--- src/rtl/div_unit.sv ---
// div_unit: multi-cycle radix-2 restoring divider for RV32M DIV/DIVU/REM/REMU.
// One quotient bit is resolved per cycle in RUN. Divide-by-zero and signed
// overflow are resolved at accept time and go straight to DONE. All outputs
// are registered from the next-state values, so done/result never depend
// combinationally on the inputs.
module div_unit #(
  parameter int XLEN  = 32,
  parameter int CNT_W = 6
) (
  input  logic            clk,
  input  logic            rst,
  input  logic            start,
  input  logic [2:0]      div_op,
  input  logic [XLEN-1:0] dividend,
  input  logic [XLEN-1:0] divisor,
  input  logic [4:0]      rd_in,
  input  logic            flush,
  output logic            busy,
  output logic            done,
  output logic [XLEN-1:0] result,
  output logic [4:0]      rd_out
);

  typedef enum logic [1:0] {
    IDLE = 2'd0,
    RUN  = 2'd1,
    DONE = 2'd2
  } state_t;

  localparam logic [XLEN-1:0]  ALL_ONES = {XLEN{1'b1}};
  localparam logic [XLEN-1:0]  INT_MIN  = {1'b1, {(XLEN-1){1'b0}}};
  localparam logic [CNT_W-1:0] LAST_CNT = CNT_W'(XLEN - 1);

  // Two's complement negation at operand width.
  function automatic logic [XLEN-1:0] negate(input logic [XLEN-1:0] x);
    negate = ~x + XLEN'(1);
  endfunction

  state_t            state_r, state_s;
  logic [CNT_W-1:0]  cnt_r, cnt_s;
  logic [XLEN-1:0]   rem_r, rem_s;
  logic [XLEN-1:0]   quo_r, quo_s;
  logic [XLEN-1:0]   dvs_r, dvs_s;
  logic [2:0]        op_r, op_s;
  logic              neg_q_r, neg_q_s;
  logic              neg_r_r, neg_r_s;
  logic [4:0]        rd_r, rd_s;
  logic [XLEN-1:0]   result_s;
  logic [4:0]        rd_out_s;

  logic              sign_a_s, sign_b_s;
  logic [XLEN:0]     shifted_s;
  logic              ge_s;
  logic [XLEN:0]     diff_s;
  logic [XLEN-1:0]   rem_step_s, quo_step_s;

  // Next-state, datapath iteration and output staging.
  always_comb begin
    state_s    = state_r;
    cnt_s      = cnt_r;
    rem_s      = rem_r;
    quo_s      = quo_r;
    dvs_s      = dvs_r;
    op_s       = op_r;
    neg_q_s    = neg_q_r;
    neg_r_s    = neg_r_r;
    rd_s       = rd_r;
    result_s   = result;
    rd_out_s   = rd_out;

    sign_a_s   = ~div_op[0] & dividend[XLEN-1];
    sign_b_s   = ~div_op[0] & divisor[XLEN-1];

    // One restoring step: the XLEN+1-bit compare keeps unsigned operands
    // with the MSB set from overflowing.
    shifted_s  = {rem_r, quo_r[XLEN-1]};
    diff_s     = shifted_s - {1'b0, dvs_r};
    ge_s       = (shifted_s >= {1'b0, dvs_r});
    rem_step_s = ge_s ? diff_s[XLEN-1:0] : shifted_s[XLEN-1:0];
    quo_step_s = {quo_r[XLEN-2:0], ge_s};

    case (state_r)
      IDLE: begin
        if (flush) begin
          state_s = IDLE;
        end else if (start && div_op[2]) begin
          op_s    = div_op;
          rd_s    = rd_in;
          neg_q_s = sign_a_s ^ sign_b_s;
          neg_r_s = sign_a_s;
          dvs_s   = sign_b_s ? negate(divisor) : divisor;
          if (divisor == '0) begin
            result_s = div_op[1] ? dividend : ALL_ONES;
            rd_out_s = rd_in;
            state_s  = DONE;
          end else if (!div_op[0] && (dividend == INT_MIN) && (divisor == ALL_ONES)) begin
            result_s = div_op[1] ? '0 : INT_MIN;
            rd_out_s = rd_in;
            state_s  = DONE;
          end else begin
            rem_s   = '0;
            quo_s   = sign_a_s ? negate(dividend) : dividend;
            cnt_s   = '0;
            state_s = RUN;
          end
        end else begin
          state_s = IDLE;
        end
      end
      RUN: begin
        if (flush) begin
          state_s = IDLE;
        end else begin
          rem_s = rem_step_s;
          quo_s = quo_step_s;
          cnt_s = cnt_r + CNT_W'(1);
          if (cnt_r == LAST_CNT) begin
            state_s  = DONE;
            rd_out_s = rd_r;
            if (op_r[1]) begin
              result_s = neg_r_r ? negate(rem_step_s) : rem_step_s;
            end else begin
              result_s = neg_q_r ? negate(quo_step_s) : quo_step_s;
            end
          end else begin
            state_s = RUN;
          end
        end
      end
      DONE: begin
        state_s = IDLE;
      end
      default: begin
        state_s = IDLE;
      end
    endcase
  end

  // State, datapath and registered outputs.
  always_ff @(posedge clk) begin
    if (rst) begin
      state_r <= IDLE;
      cnt_r   <= '0;
      rem_r   <= '0;
      quo_r   <= '0;
      dvs_r   <= '0;
      op_r    <= 3'b000;
      neg_q_r <= 1'b0;
      neg_r_r <= 1'b0;
      rd_r    <= 5'd0;
      busy    <= 1'b0;
      done    <= 1'b0;
      result  <= '0;
      rd_out  <= 5'd0;
    end else begin
      state_r <= state_s;
      cnt_r   <= cnt_s;
      rem_r   <= rem_s;
      quo_r   <= quo_s;
      dvs_r   <= dvs_s;
      op_r    <= op_s;
      neg_q_r <= neg_q_s;
      neg_r_r <= neg_r_s;
      rd_r    <= rd_s;
      busy    <= (state_s != IDLE);
      done    <= (state_s == DONE);
      result  <= result_s;
      rd_out  <= rd_out_s;
    end
  end

endmodule

--- config.mk ---
export PLATFORM = sky130hd
export DESIGN_NAME = div_unit
export DESIGN_NICKNAME = d
export VERILOG_FILES = /design/src/rtl/div_unit.sv
export SDC_FILE = /design/constraint.sdc
export NUM_CORES = 1
export LEC_CHECK = 0
export ABC_CLOCK_PERIOD_IN_PS = 6650
export CAP_MARGIN = 40
export CORE_ASPECT_RATIO = 0.8
export CORE_MARGIN = 2
export CORE_UTILIZATION = 30
export CTS_CLUSTER_DIAMETER = 120
export CTS_CLUSTER_SIZE = 8
export DETAILED_ROUTE_END_ITERATION = 8
export SLEW_MARGIN = 0
export SYNTH_ARGS = -nofsm -noshare
export SYNTH_HDL_FRONTEND = slang
export SYNTH_SLANG_ARGS = --single-unit
--- constraint.sdc ---
create_clock -name clk -period 6.65 [get_ports clk]
set_clock_uncertainty 0.05 [all_clocks]
set_input_delay 1.995 -clock clk [delete_from_list [all_inputs] [get_ports clk]]
set_output_delay 1.995 -clock clk [all_outputs]
set_load 0.005 [all_outputs]
==> flow_summary.yaml <==
setup_path:
  rr_endpoint: "result[30]$_SDFFE_PP0P_"
  path_common_cell: "inv_1"
  crit_start: "dividend[1]"
  slowest_stage: "nor4_1"
  worstPathCellList: "clkdlybuf4s50_1 > inv_1 > ha_1 > nor3b_1 > nand4_1 > nor4_1 > nand3_1 > o21ai_0 > buf_4 > nand2_1 > a21boi_4 > mux2i_1 > inv_1 > or4_1 > and3_1"
  end_kind: "register"
  path_depth: 15
  rrSetupSlack_ps: 880
  critPathKind: "primary input to register"
  r2r-start: "rem_r[5]$_SDFFE_PP0P_"
  r2r_cells: 17
  crit_end: "result[31]$_SDFFE_PP0P_"
  required_ps: 6950
  critical_path_buf_inv_count: 4
  cp_top_family: "simple AND/OR/NAND/NOR gates"
  slowest_delay_ps: 570
  critical_path_arrival_ps: 6110
  critPathMaxFanout: 4
  cp-start-kind: "primary input"
sta:
  tightest_slew_ps: 902
  rsz0062_at_grt: "false"
  fin_crit_sh_pct: 87.4
  slew_headroom_pct: 39.1
  tns_ps: 0
  finalSetupViolCount: 0
  holdWs_ps: 406
  max_freq_mhz: 172
  fin_ws_ps: 838
  period_needed_ps: 5810
  slew_viol_final: 0
  hold_viol: 0
die:
  start_util_pct: 30.3
  io_pins: 115
  core-area_mm2: 0.0394
  chipHeight_um: 182
  rows: 65
  die_area_mm2: 0.0414
  die_x_um: 227
synthesis:
  syn_area_mm2: 0.0119
  synthArstFlopShare_pct: 0
  synth_compound_area_share_pct: 29.5
  synth.most_common_cell: "nor2_1"
  synthMuxAreaShare_pct: 2.32
  synthAdderAreaFrac_pct: 4.15
  synthSimpleGateAreaFrac_pct: 23.8
  yosys_register_bits: 151
  synth_edf_count: 0
  synth_cell_type_count: 87
  syn_area_per_cell_um2: 7.29
  yosysTopAreaCellShare_pct: 25.3
  ys_seq_area_share_pct: 25.3
  synth_top_family_by_area: "compound AO/OA/AOI/OAI gates"
  synth_flop_cell: "dfxtp_1"
  syn-num-nets: 1752
  synthCells: 1637
  synthXorXnorAreaFrac_pct: 9.31
  yosys_warnings: 0
  yosysTopAreaCell: "dfxtp_1"
  synth.area.top_cells: "dfxtp_1 (25%), nor2_1 (8.0%), a21oi_1 (5.7%), a211oi_1 (4.7%), xnor2_1 (4.7%)"
  synth_common_cells: "nor2_1 (254), dfxtp_1 (151), a21oi_1 (136), nand2_1 (132)"
clock_tree:
  h-tree-depth: 4
  path_clk_slew_ps: 60
  cts_tree: "built"
  cts_made_buffers: 17
  cts.sinks: 151
  root_buffer: "clkbuf_16"
  holdBufCountCts: 0
  post_cts_buffers: 0
  cts_repair_resize_count: 0
  clockBufferDepth: 2
  clk_latency_ps: 460
final_layout:
  area_growth_pct: 19.3
  fillCellCount: 4167
  n_antenna_cell: 0
  drive_above_1_share_pct: 6.23
  nets: 1804
pwr:
  max-vdd-ir-drop_mv: 0.181
  power_density_mw_per_mm2: 215
  p_leak_nw: 5.19
detailed_routing:
  drtAntennaViolNets: 0
  drc: 0
  drt-pass1-iter-count: 6
  vias: 12900
  drt_iter0_markers: 1374
  vias_per_cell: 5.75
  drt-total-wl_mm: 45.0
  wire_per_inst_um: 20.1
global_routing:
  overflow: 0
  grt_pass1_wl_mm: 67.8
  grt_max_degree: 78
  track_usage_pct: 21.4
  grt_antenna_before_repair: 0
  grt_pass1_vias: 11300
status:
  status: "complete, no violations"
place:
  gp_congestion: 0.941
  portBuffers: 114
  post-place-ws_ps: 488
  hpwl_mm: 34.6
run:
  cap_violations: 0
worst_hold_path:
  hp-class: "register to register"
kinds of logic after synthesis:
family                     Yosys count
DFF                                151
xor gates and xnor gates           126
buffers and inverters              168
adders and majority gates           39
muxes                               26
and+or+nand+nor                    605
AOI/OAI and AO/OA                  522
sequential cells by signal, indices dropped and copies added, names as in the netlist, 2 cells and up:
| name | count |
|---|---|
| rd_out | 5 |
| rem_r | 32 |
| quo_r | 32 |
| rd_r | 5 |
| result | 32 |
| cnt_r | 6 |
| state_r | 2 |
| dvs_r | 32 |
how the worst min path moves through the flow:
stage / startpoint / endpoint / slack [ps] / cells after the start
2_1_floorplan: dvs_r[31]$_SDFFE_PP0P_ / dvs_r[31]$_SDFFE_PP0P_ / 380 / 2
3_3_place_gp: rd_r[3]$_SDFFE_PP0P_ / rd_r[3]$_SDFFE_PP0P_ / 390 / 2
3_5_place_dp: rd_r[1]$_SDFFE_PP0P_ / rd_r[1]$_SDFFE_PP0P_ / 400 / 2
4_1_cts: rd_r[1]$_SDFFE_PP0P_ / rd_r[1]$_SDFFE_PP0P_ / 410 / 2
5_1_grt: dvs_r[0]$_SDFFE_PP0P_ / dvs_r[0]$_SDFFE_PP0P_ / 430 / 2
6_report: rd_r[1]$_SDFFE_PP0P_ / rd_r[1]$_SDFFE_PP0P_ / 410 / 2
layout make-up:
| cell class | count | area [µm²] | share of cell area, % |
|---|---|---|---|
| clock inverter | 10 | 143 | 1.00 |
| clock buffer | 22 | 474 | 3.33 |
| tap | 536 | 671 | 4.71 |
| multi-input combinational | 1318 | 8280 | 58.2 |
| sequential | 151 | 3020 | 21.2 |
| inverter | 57 | 214 | 1.50 |
| timing repair buffer | 144 | 1430 | 10.0 |
power by group:
group | switching [W] | internal (W) | leakage, nW
Combinational | 0.000666 | 0.000379 | 3.68
Sequential | 0.0000246 | 0.000928 | 1.22
Clock | 0.000434 | 0.000622 | 0.289
Total | 0.00113 | 0.00193 | 5.19
stage by stage:
| step | total power (W) | utilization (%) | instance area (µm²) | cells |
|---|---|---|---|---|
| 2_1_floorplan | 0.00167 | - | 11900 | 1637 |
| 3_3_place_gp | 0.00197 | 34.4 | 13500 | 2201 |
| 3_5_place_dp | 0.00198 | 34.6 | 13600 | 2206 |
| 4_1_cts | 0.00304 | 36.2 | 14200 | 2238 |
| 5_1_grt | 0.00319 | 36.2 | 14200 | 2238 |
| 6_report | 0.00305 | 36.2 | 14200 | 2238 |
cell usage in the layout, fill, tap and decap left out, types with 13 or more instances in the layout:
cell,synthesis,layout
nor4_1,17,16
xor2_1,61,61
a211oi_1,75,75
nand3_1,27,27
a311oi_1,20,20
nand2b_1,15,14
buf_4,0,24
o21ai_0,93,93
clkdlybuf4s50_1,0,113
inv_1,55,55
nand4_1,23,23
a21oi_1,136,136
clkbuf_16,0,17
mux2i_1,19,19
nand2_1,132,132
o41ai_1,17,17
a31oi_1,13,13
dfxtp_1,151,151
or4_1,17,17
o31ai_1,24,24
ha_1,38,38
nor2_1,254,254
or3_1,24,24
xnor2_1,64,64
nor3_1,33,33
a22oi_1,19,19
o211ai_1,24,24
a21o_1,17,17
and3_1,14,14
routing by layer:
metal	vias up	GRT usage [%]	routed length (µm)
li1	6082	-	-
met1	6167	31.7	21300
met2	579	29.9	18300
met3	40	6.50	4730
met4	2	4.31	581
met5	-	1.79	96
worst register-to-register path: cells and delay by family (launching register included):
kind,cells,cell delay (ps)
flip-flops,1,460
AND/OR/NAND/NOR,6,1930
adder cells (fa/ha/maj),2,750
buffers and inverters,1,160
multiplexers,3,890
AO/OA/AOI/OAI,5,1390
Power figures use the tool's default switching activity.
